## config.mk

```make
export PLATFORM = sky130hd
export DESIGN_NAME = a_regfile_sb
export DESIGN_NICKNAME = d
export VERILOG_FILES = /design/src/rtl/a_regfile_sb_pkg.sv /design/src/rtl/a_result_chain.sv /design/src/rtl/a_regfile_sb.sv
export SDC_FILE = /design/constraint.sdc
export NUM_CORES = 1
export LEC_CHECK = 0
export CORE_ASPECT_RATIO = 0.5
export CORE_MARGIN = 10
export CORE_UTILIZATION = 38
export DETAILED_ROUTE_END_ITERATION = 10
export PLACE_DENSITY = 0.6
export SKIP_LAST_GASP = 1
export SYNTH_ARGS = -nofsm -noshare
export SYNTH_HDL_FRONTEND = slang
export SYNTH_SLANG_ARGS = --single-unit
export TNS_END_PERCENT = 100
```

## constraint.sdc

```tcl
create_clock -name clk -period 9.2 [get_ports clk]
set_clock_uncertainty 0.1 [all_clocks]
set_input_delay 1.38 -clock clk [delete_from_list [all_inputs] [get_ports clk]]
set_output_delay 1.38 -clock clk [all_outputs]
set_load 0.005 [all_outputs]
```

## src/rtl/a_regfile_sb_pkg.sv

```systemverilog
// Shared defaults, A0 read constants and result-chain slot layout for a_regfile_sb.
// A_REGFILE_WB_CHECK_EN (see a_regfile_sb.sv) adds writeback protocol checking.
package a_regfile_sb_pkg;

  localparam int WIDTH_DEF    = 24;
  localparam int DEPTH_DEF    = 8;
  localparam int LOGDEPTH_DEF = 3;
  localparam int MAXLAT_DEF   = 8;
  localparam int LOGLAT_DEF   = 4;

  // Values returned in place of A0 on the j/h and k read ports
  localparam int A0_J_VAL = 0;
  localparam int A0_H_VAL = 0;
  localparam int A0_K_VAL = 1;

  // Slot record is {valid, addr}: valid is the MSB, addr fills the low bits
  function automatic int slot_w(input int logdepth);
    return logdepth + 1;
  endfunction

endpackage

```

## src/rtl/a_result_chain.sv

```systemverilog
// Functional-unit result timing chain: slot[n] is the writeback due n cycles from now.
// Shifts toward slot[0] every edge; an insert overrides the shifted-in value.
module a_result_chain
  import a_regfile_sb_pkg::*;
#(
  parameter int LOGDEPTH = LOGDEPTH_DEF,
  parameter int MAXLAT   = MAXLAT_DEF,
  parameter int LOGLAT   = LOGLAT_DEF
) (
  input  logic                clk,
  input  logic                rst,
  input  logic                i_ins_en,
  input  logic [LOGLAT-1:0]   i_ins_idx,
  input  logic [LOGDEPTH-1:0] i_ins_addr,
  input  logic [LOGLAT-1:0]   i_query_lat,
  output logic                o_query_hit,
  output logic                o_head_valid,
  output logic [LOGDEPTH-1:0] o_head_addr
);

  localparam int SW = slot_w(LOGDEPTH);

  logic [SW-1:0] r_slot [MAXLAT];
  logic [SW-1:0] w_next [MAXLAT];

  always_comb begin
    for (int n = 0; n < MAXLAT - 1; n++) begin
      w_next[n] = r_slot[n+1];
    end
    w_next[MAXLAT-1] = '0;
    for (int n = 0; n < MAXLAT; n++) begin
      if (i_ins_en && i_ins_idx == LOGLAT'(n)) begin
        w_next[n] = {1'b1, i_ins_addr};
      end
    end
  end

  always_ff @(posedge clk) begin
    if (rst) begin
      for (int n = 0; n < MAXLAT; n++) begin
        r_slot[n] <= '0;
      end
    end else begin
      for (int n = 0; n < MAXLAT; n++) begin
        r_slot[n] <= w_next[n];
      end
    end
  end

  // Latencies at or beyond MAXLAT match no slot, so they never report a conflict
  always_comb begin
    o_query_hit = 1'b0;
    for (int n = 0; n < MAXLAT; n++) begin
      if (i_query_lat == LOGLAT'(n)) begin
        o_query_hit = r_slot[n][SW-1];
      end
    end
  end

  assign o_head_valid = r_slot[0][SW-1];
  assign o_head_addr  = r_slot[0][LOGDEPTH-1:0];

endmodule

```

## src/rtl/a_regfile_sb.sv

```systemverilog
// A-register file with write-first bypass, A0 branch flags, reservation scoreboard
// and result timing chain. Define A_REGFILE_WB_CHECK_EN to build the writeback checker.
module a_regfile_sb
  import a_regfile_sb_pkg::*;
#(
  parameter int WIDTH    = WIDTH_DEF,
  parameter int DEPTH    = DEPTH_DEF,
  parameter int LOGDEPTH = LOGDEPTH_DEF,
  parameter int MAXLAT   = MAXLAT_DEF,
  parameter int LOGLAT   = LOGLAT_DEF
) (
  input  logic                clk,
  input  logic                rst,
  input  logic [LOGDEPTH-1:0] i_j_addr,
  input  logic [LOGDEPTH-1:0] i_k_addr,
  input  logic [LOGDEPTH-1:0] i_i_addr,
  input  logic [LOGDEPTH-1:0] i_h_addr,
  output logic [WIDTH-1:0]    o_j_data,
  output logic [WIDTH-1:0]    o_k_data,
  output logic [WIDTH-1:0]    o_i_data,
  output logic [WIDTH-1:0]    o_h_data,
  output logic                o_j_busy,
  output logic                o_k_busy,
  output logic                o_i_busy,
  output logic                o_h_busy,
  input  logic [LOGDEPTH-1:0] i_ex_addr,
  output logic [WIDTH-1:0]    o_ex_data,
  output logic [WIDTH-1:0]    o_a0_data,
  output logic                o_a0_pos,
  output logic                o_a0_neg,
  output logic                o_a0_zero,
  output logic                o_a0_nzero,
  input  logic                i_iss_en,
  input  logic [LOGDEPTH-1:0] i_iss_addr,
  input  logic [LOGLAT-1:0]   i_iss_lat,
  output logic                o_iss_ok,
  input  logic                i_wb_en,
  input  logic [LOGDEPTH-1:0] i_wb_addr,
  input  logic [WIDTH-1:0]    i_wb_data,
  output logic [DEPTH-1:0]    o_busy,
  output logic                o_wb_err
);

  logic [WIDTH-1:0]    r_regs [DEPTH];
  logic [DEPTH-1:0]    r_busy;
  logic                w_slot_hit;
  logic                w_head_valid;
  logic [LOGDEPTH-1:0] w_head_addr;
  logic                w_lat_ok;
  logic                w_issue;
  logic [LOGLAT-1:0]   w_ins_idx;
  logic [DEPTH-1:0]    w_set_mask;
  logic [DEPTH-1:0]    w_clr_mask;
  logic [WIDTH-1:0]    w_a0;

  function automatic logic [WIDTH-1:0] f_read(input logic [LOGDEPTH-1:0] a,
                                              input logic sub_a0,
                                              input logic [WIDTH-1:0] a0_val);
    logic [WIDTH-1:0] v;
    if (i_wb_en && a == i_wb_addr) v = i_wb_data;
    else if (sub_a0 && a == '0)    v = a0_val;
    else                           v = r_regs[a];
    return v;
  endfunction

  always_comb begin
    o_j_data = f_read(i_j_addr, 1'b1, WIDTH'(A0_J_VAL));
    o_k_data = f_read(i_k_addr, 1'b1, WIDTH'(A0_K_VAL));
    o_i_data = f_read(i_i_addr, 1'b0, '0);
    o_h_data = f_read(i_h_addr, 1'b1, WIDTH'(A0_H_VAL));
  end

  assign o_j_busy  = r_busy[i_j_addr];
  assign o_k_busy  = r_busy[i_k_addr];
  assign o_i_busy  = r_busy[i_i_addr];
  assign o_h_busy  = r_busy[i_h_addr];
  assign o_busy    = r_busy;
  assign o_ex_data = r_regs[i_ex_addr];

  assign w_a0       = r_regs[0];
  assign o_a0_data  = w_a0;
  assign o_a0_neg   = w_a0[WIDTH-1];
  assign o_a0_pos   = ~w_a0[WIDTH-1];
  assign o_a0_zero  = (w_a0 == '0);
  assign o_a0_nzero = (w_a0 != '0);

  a_result_chain #(
    .LOGDEPTH (LOGDEPTH),
    .MAXLAT   (MAXLAT),
    .LOGLAT   (LOGLAT)
  ) u_chain (
    .clk          (clk),
    .rst          (rst),
    .i_ins_en     (w_issue),
    .i_ins_idx    (w_ins_idx),
    .i_ins_addr   (i_iss_addr),
    .i_query_lat  (i_iss_lat),
    .o_query_hit  (w_slot_hit),
    .o_head_valid (w_head_valid),
    .o_head_addr  (w_head_addr)
  );

  // slot[lat] moves into slot[lat-1] at this edge, which is where the new entry would land
  assign w_lat_ok  = (i_iss_lat != '0) && (i_iss_lat <= LOGLAT'(MAXLAT));
  assign o_iss_ok  = w_lat_ok && !r_busy[i_iss_addr] && !w_slot_hit;
  assign w_issue   = i_iss_en && o_iss_ok;
  assign w_ins_idx = i_iss_lat - LOGLAT'(1);

  assign w_set_mask = w_issue      ? (DEPTH'(1) << i_iss_addr)  : '0;
  assign w_clr_mask = w_head_valid ? (DEPTH'(1) << w_head_addr) : '0;

  always_ff @(posedge clk) begin
    if (rst) begin
      r_busy <= '0;
    end else begin
      r_busy <= (r_busy & ~w_clr_mask) | w_set_mask;
    end
  end

  always_ff @(posedge clk) begin
    if (rst) begin
      for (int d = 0; d < DEPTH; d++) begin
        r_regs[d] <= '0;
      end
    end else if (i_wb_en) begin
      r_regs[i_wb_addr] <= i_wb_data;
    end
  end

`ifdef A_REGFILE_WB_CHECK_EN
  logic w_wb_mis;
  logic r_wb_err;

  // Any disagreement between the expected slot and the actual writeback
  assign w_wb_mis = i_wb_en ? (!w_head_valid || i_wb_addr != w_head_addr) : w_head_valid;

  always_ff @(posedge clk) begin
    if (rst) begin
      r_wb_err <= 1'b0;
    end else begin
      r_wb_err <= w_wb_mis;
    end
  end

  assign o_wb_err = r_wb_err;
`else
  assign o_wb_err = 1'b0;
`endif

endmodule
```

# Word-level counts from Yosys, hierarchy flattened
# Memories as Yosys holds them, arrays and structs flattened.
# Cells that the tools add are included.
[op_classes]
n_addsub = 1
n_lt_le_gt_ge = 6
n_eq_ne = 18
shift = 2
muxes = 52
n_bitwise = 12
n_reduce_logical = 27
[op_table]
columns = ["op", "count"]
rows = [
  ["2-to-1 mux 24 bit", 8],
  ["2-to-1 mux 4 bit", 16],
  ["== test 4 x 3 -> 1 bit (second input constant)", 8],
  ["logical NOT 24 bit", 1],
  ["nonzero test 24 bit", 1],
  ["OR reduction 24 bit", 1],
  ["< comparator 3 x 4 -> 1 bit (second input constant)", 5],
  ["2-to-1 mux 1 bit", 20],
  ["== test 4 x 2 -> 1 bit (second input constant)", 4],
  ["logical AND 1 bit", 16],
  ["2-to-1 mux 8 bit", 2],
  ["<< shifter 1 x 3 -> 8 bit (first input constant)", 2],
  ["binary-select mux 1 bit (select 3 bit)", 5],
  ["== test 3 bit", 4],
  ["logical NOT 3 bit", 3],
  ["AND 8 bit", 1],
  ["== test 4 x 1 -> 1 bit (second input constant)", 2],
  ["logical NOT 4 bit", 2],
  ["NOT 8 bit", 1],
  ["OR 1 bit", 8],
  ["OR 8 bit", 1],
  ["<= comparator 4 bit (second input constant)", 1],
  ["nonzero test 4 bit", 1],
  ["subtractor 4 x 1 -> 4 bit (second input constant)", 1],
  ["other kinds (3)", 4],
]
[totals]
reg_bits = 8
ram_bits = 224
out_inout_bits = 162
elab_cells = 121
mem_count = 2
[mem_list]
columns = ["memory", "depth", "word_bits", "read_ports", "rd_clocked_by_memory_dff", "wr", "line", "source"]
rows = [
  ["r_regs", 8, 24, 6, 0, 8, "a_regfile_sb.sv:44", "logic [WIDTH-1:0] r_regs [DEPTH];"],
  ["u_chain.r_slot", 8, 4, 8, 0, 8, "a_result_chain.sv:23", "logic [SW-1:0] r_slot [MAXLAT];"],
]

# Longest topological paths before layout
[logic_depth]
word_depth = 15
depth_mapped = 7
ltp_nobuf = 5

# Hierarchy
# A second synthesis with hierarchy kept.
[unflattened]
cells_unflattened = 1280
hier_area_um2 = 18107.4
[modules_own_cells]
columns = ["mod", "n_inst", "cells_each", "area_per_inst_um2", "seq_area_each_um2"]
rows = [
  ["a_regfile_sb", 1, 1132, 16811.1, 5925.7],
  ["a_result_chain", 1, 148, 1296.2, 640.6],
]

# Worst setup path before layout
# No wires, ideal clock.
[synth_path]
path_type = "input to output"
from = "input port i_k_addr[0]"
to = "output port o_k_data[0]"
arrival_time_ps = 2802
path_slack_ps = 4918
cell_stages = 5
path_cell_list = "clkbuf_1 -> buf_2 -> mux4_2 -> mux2_2 -> a2bb2oi_1"
[synth_between]
elab_chain_len = 3
elab_cells_between_ends = 6
[synth_rtl]
columns = ["item", "line", "source"]
rows = [
  ["start: declaration", "a_regfile_sb.sv:15", "input logic [LOGDEPTH-1:0] i_k_addr,"],
  ["memory read (8 x 24 bit), or another cell as far along", "-", ""],
  ["2-to-1 mux 24 bit or logical AND 1 bit (tied branches)", "a_regfile_sb.sv:61, a_regfile_sb.sv:60", ""],
  ["2-to-1 mux 24 bit *", "a_regfile_sb.sv:60", "if (i_wb_en && a == i_wb_addr) v = i_wb_data;"],
  ["end: declaration", "a_regfile_sb.sv:19", "output logic [WIDTH-1:0] o_k_data,"],
]
# Mark *: on every way between the ends. The rest lies on a longest branch, timed or not.

# Worst setup path in the final report
[layout_path]
from = "input port i_wb_addr[0]"
to = "output port o_k_data[7]"
[layout_between]
elab_chain_len = 3
[layout_rtl]
columns = ["item", "line", "source"]
rows = [
  ["start: declaration", "a_regfile_sb.sv:38", "input logic [LOGDEPTH-1:0] i_wb_addr,"],
  ["== test 3 bit", "a_regfile_sb.sv:60", ""],
  ["logical AND 1 bit", "a_regfile_sb.sv:60", ""],
  ["2-to-1 mux 24 bit", "a_regfile_sb.sv:60", ""],
]
# No other way between the ends.

==> metrics <==
post-route cell area=20650 um2; Clock Sinks=232; vias per cell=6.338; Die Width=322.1 um; Slew Limit Fails=0; post-CTS resize count=0; vias in the first global route=13540; Total Neg Setup Slack=0 ps; Post-CTS Setup Inserts=0; Critical Path Fanout Max=24; Final setup viols=0; Synth warnings=0; die area=55110 um2; worst-margin pin slew=1265 ps; syn_area_per_cell=12.96 um2; worst vdd ir=0.1046 mV; sequential area share after synthesis=0.3786; Adder-Cell Fraction of Synth Area=0; drt drc=0; dominant synthesized flop cell=edfxtp_1; Seq pwr share=0.410; achievable clock frequency=168.6 MHz; core area=45140 um2; Worst setup SP type=primary input; initial antenna violation count=1; dpl hpwl=38370 um; cell-internal power=2.230 mW; Mapped Area=17350 um2; Final Hold Fails=0; post-layout min period=5932 ps; Post-Place Cell Area=19840 um2; clock network power share=0.331; Iteration-0 DRC Markers=1563; CP max-delay cell=or2_1; cell taking the most area after synthesis=edfxtp_1; Placer Congestion=0.8424; CP required=7720 ps; Synth top cells by count=mux4_2, edfxtp_1, and2_1, clkbuf_1, mux2i_1; mux cell area share after synthesis=0.4079; critical path class=in -> out; Synthesized Nets=1391; sw frac=0.2801; fraction of layout cells with a size suffix above 1=0.2636; Simple-Gate Fraction of Synth Area=0.1197; CTS Hold Bufs=0; post-synth top area share=0.3324; largest family of logic cells by synthesized area=multiplexers; largest cells by area after synthesis=edfxtp_1, mux4_2, and2_1; cts bufs inserted=24; number of flops mapped to enable cells by yosys=192; nets=1511; Synth async-reset ratio=0; synth-to-layout area growth=19.08%; xor and xnor area share after synthesis=0.006059; Final period util=0.6448; Die Y=171.1 um; Slew headroom=0.1566; CP peak stage delay=970 ps; arrival time at the worst endpoint=4450 ps; Distinct cells, synth=50; WHS=337.9 ps; CTS H-tree lvls=1; drt total wl=62200 um; # port buffers=213; Multi-input gate area=10170 um2; CTS tree=built; Worst-path clk slew=60 ps; wire length per cell=29.98 um; maxcap violations=0; Critical Path End Type=primary output; Rows=55; GRT Total Usage=0.2214; register area=6566 um2; Max clock buf depth=3; Hold Crit Class=reg -> reg; Top cell by count, worst path=clkdlybuf4s50_1; starting density of the core=0.3842; latest clock arrival within the worst-skew pair=530 ps; DR vias=13151; pin count of the biggest net entering global routing=53; ANT nets after route=0; count leader, synth=mux4_2; P per Cell Area=150.0 nW/um2; # fillers=3971; unrepaired setup endpoints after global routing=no; outcome=finished, final reports clean; Top Ports=215; critical path buffer and inverter count=2; Yosys reg bits=232; Top delay family on crit path=buffers and inverters; LEAKAGE=7.064 nW; Final Util=0.4575; NetSw=0.8676 mW; Comb pwr share=0.259; global-route wire length before repair=91070 um; Compound-Gate Fraction of Synth Area=0.04934; cells after synthesis=1338; CP cell instances=clkdlybuf4s50_1 > xnor2_1 > nand2_1 > nor3_4 > or2_1 > o21ai_0 > clkdlybuf4s50_1; router iterations before antenna repair=7; CTS root buffer=clkbuf_16; global route overflow=0
==> state kept, by name, summed over array words and instances (netlist names) <==
signal and count:
o_busy 8, u_chain.r_slot 32, r_regs 192
==> through the flow <==
stage               std cells  power [mW]  worst slack [ps]
floorplan                1338       1.705              4918
global placement         2030       2.080              3369
detailed placement       2030       2.092              3347
CTS                      2074       3.108              3346
global route             2075       3.199              3169
finish                   2075       3.098              3268
==> final timing paths <==
path                                      startpoint               endpoint  slack (ps)  cells after the start
worst max-delay path                    i_wb_addr[0]            o_k_data[7]        3270                      7
worst min register to register  u_chain.r_slot[1][1]  u_chain.r_slot[0][13]         340                      2
worst max register to register             o_busy[3]   u_chain.r_slot[0][4]        7030                      5
worst min-delay path            u_chain.r_slot[1][1]  u_chain.r_slot[0][13]         340                      2
==> cell type report <==
class,count,area share
clock buffer,32,0.03253
inverter,10,0.001817
antenna,1,0.0001212
sequential,232,0.3179
clock inverter,12,0.006724
timing repair buffer,246,0.1124
multi-input combinational,944,0.4922
tap,598,0.03622
==> placed cells by master, fill, tap and decap left out, types with 7 or more instances in the layout <==
master | netlist | layout
mux4_2 | 248 | 248
clkdlybuf4s50_1 | 0 | 199
edfxtp_1 | 192 | 192
and2_1 | 186 | 186
mux2i_1 | 111 | 111
nand2_1 | 99 | 99
o21ai_0 | 80 | 74
nor2_1 | 41 | 41
dfxtp_1 | 40 | 40
buf_4 | 2 | 38
a21oi_1 | 37 | 37
mux2_2 | 30 | 30
clkbuf_16 | 0 | 25
nor3_1 | 14 | 11
inv_1 | 9 | 9
nor4_1 | 9 | 9
or2_2 | 9 | 9
nand3_1 | 9 | 9
buf_2 | 31 | 9
o41ai_1 | 8 | 8
o21ai_2 | 1 | 7
==> worst reg2reg max path, stage by stage, from the launching register on <==
cell	delay, ps
dfxtp_1	380
mux2_4	290
o22ai_2	250
o21ai_2	240
or4_1	610
mux2i_1	170
==> logic make-up after synthesis <==
family / Yosys count
muxes: 392
and+or+nand+nor: 389
DFF: 232
buffers and inverters: 162
AOI/OAI and AO/OA: 150
xor gates and xnor gates: 12
other: 1
==> metal layers <==
metal,track usage,share of wire
met5,0,0
met4,0.08302,0.036
met3,0.04127,0.090
met2,0.3863,0.51
met1,0.2712,0.37
==> power groups by stage <==
stage | Clock (mW) | Sequential (mW) | Combinational [mW]
after global routing | 1.08 | 1.28 | 0.845
after global placement | 0 | 1.28 | 0.798
after CTS | 1.03 | 1.27 | 0.806
after detailed placement | 0 | 1.29 | 0.802
final | 1.02 | 1.27 | 0.802
after floorplan | 0 | 1.26 | 0.441
No activity file was read; power rests on OpenSTA's default activity.
